**config.mk**
```make
export PLATFORM = sky130hd
export DESIGN_NAME = tdc_stream_tx
export DESIGN_NICKNAME = d
export VERILOG_FILES = /design/src/rtl/tdc_stream_pkg.sv /design/src/rtl/tdc_slot_buf.sv /design/src/rtl/tdc_stream_tx.sv
export SDC_FILE = /design/constraint.sdc
export NUM_CORES = 1
export LEC_CHECK = 0
export BUFFER_PORTS_ARGS = -buffer_cell sky130_fd_sc_hd__buf_2
export CORE_ASPECT_RATIO = 1.5
export CORE_UTILIZATION = 51
export CTS_BUF_LIST = sky130_fd_sc_hd__clkbuf_2
export CTS_CLUSTER_SIZE = 25
export DETAILED_ROUTE_END_ITERATION = 7
export HOLD_SLACK_MARGIN = 0.05
export PLACE_DENSITY = 0.78
export SYNTH_ARGS = -nofsm -noshare
export SYNTH_HDL_FRONTEND = slang
export SYNTH_SLANG_ARGS = --single-unit
```
**constraint.sdc**
```tcl
create_clock -name clk -period 2.7 [get_ports clk]
set_clock_uncertainty 0.1 [all_clocks]
set_input_delay 0.81 -clock clk [delete_from_list [all_inputs] [get_ports clk]]
set_output_delay 0.81 -clock clk [all_outputs]
set_load 0.01 [all_outputs]
```
**src/rtl/tdc_stream_pkg.sv**
```systemverilog
// Shared types and constants for the TDC timestamp stream transmitter.
// Optional build macro: TDC_STREAM_SATURATE_EN (see tdc_slot_buf).
package tdc_stream_pkg;

   typedef enum logic [1:0] {
      IDLE,
      SEND,
      GAP
   } tdc_tx_state_t;

   // Widest timestamp supported; narrower builds slice NO_HIT down to NP bits.
   localparam int NP_MAX = 32;
   localparam logic [NP_MAX-1:0] NO_HIT = '1;

   // Pixel and acquisition index widths seen by the histogram builder.
   localparam int PIX_W = 8;
   localparam int ACQ_W = 20;

   function automatic int cnt_width(input int n);
      return (n > 1) ? $clog2(n) : 1;
   endfunction

endpackage

```
**src/rtl/tdc_slot_buf.sv**
```systemverilog
// Pixel holding register plus slot mux with no-hit substitution.
// Build macro TDC_STREAM_SATURATE_EN clamps a valid all-ones hit to all-ones minus one.
module tdc_slot_buf
   import tdc_stream_pkg::*;
#(
   parameter int NP       = 10,
   parameter int DATA_NUM = 2,
   parameter int SLOT_W   = 1
) (
   input  logic                   clk,
   input  logic                   load,
   input  logic [DATA_NUM*NP-1:0] in_data,
   input  logic [DATA_NUM-1:0]    in_hit,
   input  logic [SLOT_W-1:0]      sel,
   output logic [NP-1:0]          word
);

   logic [DATA_NUM*NP-1:0] buf_data;
   logic [DATA_NUM-1:0]    buf_hit;
   logic [DATA_NUM*NP-1:0] src_data;
   logic [DATA_NUM-1:0]    src_hit;
   logic [NP-1:0]          slot_val;

   // NOTE: the holding register carries no reset; it is only read after a load,
   // so clearing it would add reset fan-out without changing any output.
   always_ff @(posedge clk) begin
      if (load) begin
         buf_data <= in_data;
         buf_hit  <= in_hit;
      end
   end

   // On a load cycle slot 0 is taken straight from the incoming bundle so it
   // can be registered onto the output in the same edge.
   always_comb begin
      src_data = load ? in_data : buf_data;
      src_hit  = load ? in_hit  : buf_hit;
      slot_val = src_data[int'(sel)*NP +: NP];
      word     = NO_HIT[NP-1:0];
      if (src_hit[sel]) begin
`ifdef TDC_STREAM_SATURATE_EN
         word = (slot_val == NO_HIT[NP-1:0]) ? (NO_HIT[NP-1:0] - 1'b1) : slot_val;
`else
         word = slot_val;
`endif
      end
   end

endmodule

```
**src/rtl/tdc_stream_tx.sv**
```systemverilog
// Serialises per-pixel TDC timestamp bundles into the histogram builder word stream,
// with frame-end idle gap. Build macro TDC_STREAM_SATURATE_EN is handled in tdc_slot_buf.
module tdc_stream_tx
   import tdc_stream_pkg::*;
#(
   parameter int NP        = 10,
   parameter int DATA_NUM  = 2,
   parameter int PIXEL_NUM = 200,
   parameter int ACQ_NUM   = 33333,
   parameter int FRAME_GAP = 4
) (
   input  logic                   clk,
   input  logic                   res,
   input  logic                   in_valid,
   output logic                   in_ready,
   input  logic [DATA_NUM*NP-1:0] in_data,
   input  logic [DATA_NUM-1:0]    in_hit,
   output logic                   wrEn,
   output logic [NP-1:0]          data,
   output logic [PIX_W-1:0]       pix_idx,
   output logic [ACQ_W-1:0]       acq_idx,
   output logic                   frame_done
);

   localparam int SLOT_W = cnt_width(DATA_NUM);
   localparam int GAP_W  = cnt_width(FRAME_GAP);

   localparam logic [SLOT_W-1:0] SLOT_LAST = SLOT_W'(DATA_NUM - 1);
   localparam logic [PIX_W-1:0]  PIX_LAST  = PIX_W'(PIXEL_NUM - 1);
   localparam logic [ACQ_W-1:0]  ACQ_LAST  = ACQ_W'(ACQ_NUM - 1);
   localparam logic [GAP_W-1:0]  GAP_LAST  = GAP_W'(FRAME_GAP - 1);

   tdc_tx_state_t     state;
   logic [SLOT_W-1:0] slot_cnt;
   logic [GAP_W-1:0]  gap_cnt;

   logic              last;
   logic              frame_end;
   logic              take;
   logic              emit;
   logic [SLOT_W-1:0] next_slot;
   logic [PIX_W-1:0]  pix_adv;
   logic [ACQ_W-1:0]  acq_adv;
   logic [PIX_W-1:0]  word_pix;
   logic [ACQ_W-1:0]  word_acq;
   logic              word_last;
   logic              word_fend;
   logic [NP-1:0]     word;

   tdc_slot_buf #(
      .NP       (NP),
      .DATA_NUM (DATA_NUM),
      .SLOT_W   (SLOT_W)
   ) u_slot_buf (
      .clk     (clk),
      .load    (take),
      .in_data (in_data),
      .in_hit  (in_hit),
      .sel     (next_slot),
      .word    (word)
   );

   // NOTE: every signal in this block gets a value before any branch so no
   // path leaves it unassigned and no latch is inferred.
   always_comb begin
      pix_adv   = pix_idx + 1'b1;
      acq_adv   = acq_idx;
      last      = (state == SEND) && (slot_cnt == SLOT_LAST);
      frame_end = last && (pix_idx == PIX_LAST) && (acq_idx == ACQ_LAST);
      // A frame end wins over a back-to-back accept; in_ready is low then anyway.
      take      = in_valid && in_ready && !res && !frame_end;
      emit      = ((state == SEND) && !last) || take;
      next_slot = ((state == SEND) && !last) ? (slot_cnt + 1'b1) : '0;

      if (pix_idx == PIX_LAST) begin
         pix_adv = '0;
         acq_adv = (acq_idx == ACQ_LAST) ? '0 : (acq_idx + 1'b1);
      end

      // Indices and flags describing the word that goes on data next edge.
      word_pix  = last ? pix_adv : pix_idx;
      word_acq  = last ? acq_adv : acq_idx;
      word_last = (next_slot == SLOT_LAST);
      word_fend = word_last && (word_pix == PIX_LAST) && (word_acq == ACQ_LAST);
   end

   // NOTE: state and outputs use non-blocking assignments so every register
   // samples the pre-edge values, independent of statement order.
   always_ff @(posedge clk) begin
      if (res) begin
         state      <= IDLE;
         slot_cnt   <= '0;
         gap_cnt    <= '0;
         in_ready   <= 1'b0;
         wrEn       <= 1'b0;
         data       <= '0;
         pix_idx    <= '0;
         acq_idx    <= '0;
         frame_done <= 1'b0;
      end else begin
         wrEn       <= emit;
         frame_done <= emit && word_fend;
         if (emit) begin
            slot_cnt <= next_slot;
            data     <= word;
         end
         if (last) begin
            pix_idx <= pix_adv;
            acq_idx <= acq_adv;
         end

         case (state)
            IDLE: begin
               if (take) begin
                  state    <= SEND;
                  in_ready <= word_last && !word_fend;
               end else begin
                  in_ready <= 1'b1;
               end
            end
            SEND: begin
               if (frame_end) begin
                  gap_cnt <= '0;
                  if (FRAME_GAP == 0) begin
                     state    <= IDLE;
                     in_ready <= 1'b1;
                  end else begin
                     state    <= GAP;
                     in_ready <= 1'b0;
                  end
               end else if (emit) begin
                  in_ready <= word_last && !word_fend;
               end else begin
                  state    <= IDLE;
                  in_ready <= 1'b1;
               end
            end
            GAP: begin
               if (gap_cnt == GAP_LAST) begin
                  state    <= IDLE;
                  in_ready <= 1'b1;
               end else begin
                  gap_cnt  <= gap_cnt + 1'b1;
                  in_ready <= 1'b0;
               end
            end
            default: begin
               state    <= IDLE;
               in_ready <= 1'b0;
            end
         endcase
      end
   end

endmodule

```
Yosys cells after proc, flatten, opt, wreduce, memory -nomap -nowiden. Cells that the tools add are included.

Bits in registers: 68. Bits of input ports: 25. Output and inout bits: 41. Logic and storage cells: 74.

Add/sub/neg operators: 4. $mul: 1. Magnitude comparators: 1. Equality and inequality tests: 12. Shift operators: 1. Multiplexer cells: 24. Reductions and logical operators: 20.

Operators with widths (count): $mux W20 (4); $eq A20 B16 Y1 const B (2); $shiftx A20 B32 Y10 (1); $add A20 B1 Y20 const B (1); $eq A8 B8 Y1 const B (2); $mux W8 (2); $mux W2 (7); $logic_and A1 B1 Y1 (11); $mux W10 (1); $add A8 B1 Y8 const B (1); $mux W1 (7); $ne A2 B2 Y1 const B (3); $pmux W2 S3 (1); $reduce_and A3 Y1 (2); $eq A2 B2 Y1 const B (2); $logic_not A1 Y1 (4); $mul A1 B3 Y4 const B (1); $pmux W2 S2 (1); $ne A3 B3 Y1 const B (1); $pmux W1 S3 (1); $add A2 B1 Y2 const B (1); $eq A2 B1 Y1 const B (1); $logic_not A2 Y1 (1); $lt A1 B2 Y1 const B (1); 4 further kinds (4).

Longest topological paths before layout.
Word-level depth: 12. Gate-level depth with buffers: 11. Gate-level depth less buffers: 9.

Hierarchy. Synthesis repeated with hierarchy kept, for this count alone.

Cells, all modules: 344. Area, all modules: 3439.5 um^2.

Modules (own cells, without submodules): tdc_stream_tx (instances 1, cells an instance 274, area an instance 2384.8 um^2, seq. area each 920.9 um^2); tdc_slot_buf (instances 1, cells an instance 70, area an instance 1054.8 um^2, seq. area each 440.4 um^2).

Worst setup path after synthesis. OpenSTA, ideal clock, no wires.

Path type: reg-to-reg. Start: reg pix_idx[0]. End: reg data[0]. Setup time: 0.134 ns. Arrival time: 2.395 ns. Data required time: 2.466 ns. Slack: 0.071 ns. Stages on the path, launching flop included: 11. Path buffers: 2. Period minus slack after synthesis: 2.629 ns. Cells stage by stage: dfxtp_1 > ha_1 > nand4bb_1 > buf_2 > or4_4 > nor4_4 > or3_1 > buf_6 > a211oi_1 > a21oi_4 > a211oi_1.

Word-level cells in the longest chain between the ends: 9. Elaborated cells between the ends (all ways): 12. Classes of those cells: eq/ne (1); shift (1); mux (5); reduce/logical (5).

RTL lines: start, declared (RTL line tdc_stream_tx.sv:20) `output logic [PIX_W-1:0] pix_idx,`; start signal, assigned (RTL line tdc_stream_tx.sv:108) `pix_idx <= pix_adv;`; $eq A8 B8 Y1 * (RTL line tdc_stream_tx.sv:69) `frame_end = last && (pix_idx == PIX_LAST) && (acq_idx == ACQ_LAST);`; $logic_and A1 B1 Y1 * (2 in series) (RTL line tdc_stream_tx.sv:69); $logic_not A1 Y1 * (RTL line tdc_stream_tx.sv:71) `take = in_valid && in_ready && !res && !frame_end;`; $logic_and A1 B1 Y1 * (RTL line tdc_stream_tx.sv:71); branches (longest 4 deep; another with $shiftx A20 B32 Y10); end signal, assigned (RTL line tdc_stream_tx.sv:105) `data <= word;`; end, declared (RTL line tdc_stream_tx.sv:19) `output logic [NP-1:0] data,`.

Mark *: on every way between the ends. The select of a mux whose other input is x is not followed. A chain may end at the register's enable or synchronous reset.

Final worst setup path.
Start: reg pix_idx[0]. End: reg frame_done.

Word-level cells in the longest chain between the ends: 7. Elaborated cells between the ends (all ways): 16. Classes of those cells: add/sub (1); eq/ne (3); mux (4); reduce/logical (8).

RTL lines: $add A8 B1 Y8 / $eq A8 B8 Y1 (equally long branches) (RTL line tdc_stream_tx.sv:66, tdc_stream_tx.sv:69, tdc_stream_tx.sv:75); $mux W8 / $logic_and A1 B1 Y1 (equally long branches) (RTL line tdc_stream_tx.sv:75, tdc_stream_tx.sv:69); $mux W8 / $logic_and A1 B1 Y1 (equally long branches); $eq A8 B8 Y1 / $logic_not A1 Y1 (equally long branches) (RTL line tdc_stream_tx.sv:84, tdc_stream_tx.sv:71); $logic_and A1 B1 Y1 (on tied branches) (RTL line tdc_stream_tx.sv:84, tdc_stream_tx.sv:71); $logic_and A1 B1 Y1 / $logic_or A1 B1 Y1 (equally long branches) (RTL line tdc_stream_tx.sv:84, tdc_stream_tx.sv:72); $logic_and A1 B1 Y1 * (RTL line tdc_stream_tx.sv:102) `frame_done <= emit && word_fend;`; end signal, assigned (RTL line tdc_stream_tx.sv:102); end, declared (RTL line tdc_stream_tx.sv:22) `output logic frame_done`.

Mark *: on every way between the ends. The rest lies on a longest branch, timed or not.

==> metrics <==
DR vias/cell between 5 and 6; vias in the first global route roughly 3.3k; H-tree depth 3; fraction of registers with async set/reset 0%; Initial Utilization a little over half; first-pass GRT wire length between 10,000 and 15,000 um; Rel. slew slack just under 70%; r2r endpoint frame_done; min cycle time layout around 2700 ps; Post-synth EDFFs 0; grt ovf 0; R2R setup slack between 30 and 40 ps; Final WS setup around 33 ps; crit path kind reg -> reg; P per Cell Area between 400 and 500 nW/um2; area grow syn2layout 30.5%; status completed; Ant. Diodes 0; clock power share about two fifths; via count ~3.5k; Root Driver clkbuf_2; fillers around 500; Port Buf Inserts 65; row count 35; clk buf depth 2; Mapped Area 3310 um2; final hold vios 0; CTS tree done; Setup crit end kind register; synthesized instance count approximately 420; Reg clk slew, reported paths 190 ps; DP Worst Slack approximately 28 ps; CP peak stage delay 460 ps; hold crit path type reg -> reg; Max Fanout on Critical Path 5; most common cell after layout, fill and taps aside buf_2; post-route ant nets 0; # clock sinks between 50 and 60; CP arrival ~3000 ps; Crit Reg-Reg Startpoint pix_idx[0]; leakage power 1.86 nW; final setup violating endpoints 0; CTS Buf Count 9; DRC violations left 0; placed wire-length estimate ~7000 um; cell depth of the worst hold path 2; commonest cells after routing, fill and taps aside buf_2 (65), nand2_1 (58), dfxtp_1 (52), nor2_1 (50), buf_4 (49); hold_sp u_slot_buf.buf_data[14]; Reg power frac approximately 46%; IR drop worst, VDD about 360 uV; flops & latches, synth between 50 and 60; yosys warns 0; core area 6220 um2; combinational power share 14.1%; unique cell type count in the Yosys netlist 57; initial antenna violation count 0; # hold bufs at CTS 0; sequential share of the synthesized area a little over a third; Synth top area share 35.1%; max cap viols 0; largest net degree at the start of global routing 33; Worst R2R Path Depth 10; Worst EP required between 3000 and 4000 ps; dominant synthesized flop cell dfxtp_1; layout cells sized above 1 approximately 33%; Period Utilization, post-route around 99%; Max Clk Rate around 370 MHz; global-route usage over all layers around 29%; Pint 1.57 mW; Ports 66; GP Congestion approximately 0.94; CP max-delay cell or4_4; sw frac a little over a quarter; chip width between 60 and 70 um; Worst Tran Pin Value between 400 and 500 ps; clk_lat worst skew just over 500 ps; die height roughly 100 um; Post-Route WL 9600 um; Die ar. about 6800 um2; Iter 0 DRT Violations around 290; Startpoint Class register; utilization after layout 69.4%; Hold Path End u_slot_buf.buf_data[14]; top cells by area, synth dfxtp_1 (35%), nand2_1 (6.6%), nor2_1 (5.7%); DR pass1 iterations 5; CP cell instances ha_2 -> nand4bb_4 -> buf_4 -> or4_4 -> buf_6 -> a21oi_2 -> o21bai_4 -> nand4_1 -> nand4b_1 -> nor4b_4; per-cell routed wire length roughly 16 um; syn avg cell area 7.95 um2; NumNets Final between 500 and 600; post-synth top area cell dfxtp_1; Syn Nets around 450; Psw around 570 uW; Max Slew Vio Count 0
-- Yosys cell counts, drive strengths merged, types with 5 or more instances --
| master | number |
|---|---|
| or3 | 5 |
| nand2b | 5 |
| buf | 17 |
| dfxtp | 58 |
| a21oi | 16 |
| a211oi | 16 |
| nand2 | 59 |
| o22ai | 11 |
| nor4 | 8 |
| nor3 | 11 |
| nand3 | 12 |
| o21ai | 10 |
| nor2 | 50 |
| mux2 | 10 |
| nor2b | 6 |
| and2 | 6 |
| clkbuf | 11 |
| xnor2 | 12 |
| xor2 | 11 |
| inv | 9 |
| nand4 | 18 |
-- power groups by stage --
stage                     clock network, mW  registers, mW  logic, mW
after floorplan                           0           1.01      0.191
after detailed placement                  0           1.01      0.295
after global routing                  0.882           1.00      0.335
final                                 0.847          0.993      0.302
after CTS                             0.853          0.993      0.298
after global placement                    0           1.01      0.285
-- how the worst max path moves through the flow --
stage / from / end / slack, ps / cells past startpoint
2_1_floorplan: pix_idx[0] / data[0] / 70 / 10
3_3_place_gp: pix_idx[0] / in_ready / 80 / 9
3_5_place_dp: acq_idx[1] / data[4] / 30 / 9
4_1_cts: pix_idx[1] / in_ready / 30 / 9
5_1_grt: acq_idx[1] / in_ready / -50 / 10
6_report: pix_idx[0] / frame_done / 30 / 10
-- flip-flops by register name (all words and copies together), names as in the netlist, 2 cells and up --
signal	flops
u_slot_buf.buf_data	10
acq_idx	20
pix_idx	8
gap_cnt	2
data	10
state	2
u_slot_buf.buf_hit	2
-- through the flow --
stage | power [mW] | hold slack (ps) | cell area [um2] | setup TNS, ps | cells
2_1_floorplan | 1.21 | 321 | 3310 | 0 | 416
3_3_place_gp | 1.29 | 330 | 3900 | 0 | 568
3_5_place_dp | 1.31 | 334 | 3900 | 0 | 568
4_1_cts | 2.14 | 356 | 4090 | 0 | 584
5_1_grt | 2.22 | 376 | 4310 | -77.2 | 597
6_report | 2.14 | 356 | 4310 | 0 | 597
-- logic make-up (layout without fill, tap and decap cells) --
logic type	after synthesis	after routing	synth area share [%]
xor+xnor	23	23	6.09
simple gates	203	203	31.4
buf+inv	37	144	5.49
flops	58	58	35.1
fa+ha+maj	4	4	1.51
compound gates	79	79	16.4
mux	12	12	4.01
-- timing repair --
| action | CTS | global route |
|---|---|---|
| setup buffers | 0 | 12 |
| pin swaps | 0 | 8 |
| endpoints found under the setup margin | 2 | 2 |
| cloned | 0 | 1 |
| gates resized for setup | 2 | 22 |
-- worst max-delay path: cells and delay by family (launching register included) --
| family | cells | cell delay, ps |
|---|---|---|
| adder cells (fa/ha/maj) | 1 | 200 |
| AO/OA/AOI/OAI | 2 | 250 |
| flip-flops | 1 | 370 |
| buffers and inverters | 2 | 320 |
| AND/OR/NAND/NOR | 5 | 1380 |
-- area by class of cell --
class                      instances  area (um2)  area share, %
multi-input combinational        321        2060           47.9
clock inverter                     7         141           3.28
clock buffer                       9        45.0           1.04
inverter                           9        33.8          0.783
timing repair buffer             119         767           17.8
tap                               74        92.6           2.15
sequential                        58        1170           27.1
-- layer usage --
metal | global-route usage, % | wire, um | vias to the layer above
met5 | 0 | 0 | -
met2 | 49.4 | 4940 | 163
met1 | 31.3 | 3640 | 1601
li1 | - | - | 1700
met4 | 16.5 | 451 | 0
met3 | 6.00 | 575 | 39
(Power assumes the default switching activity.)
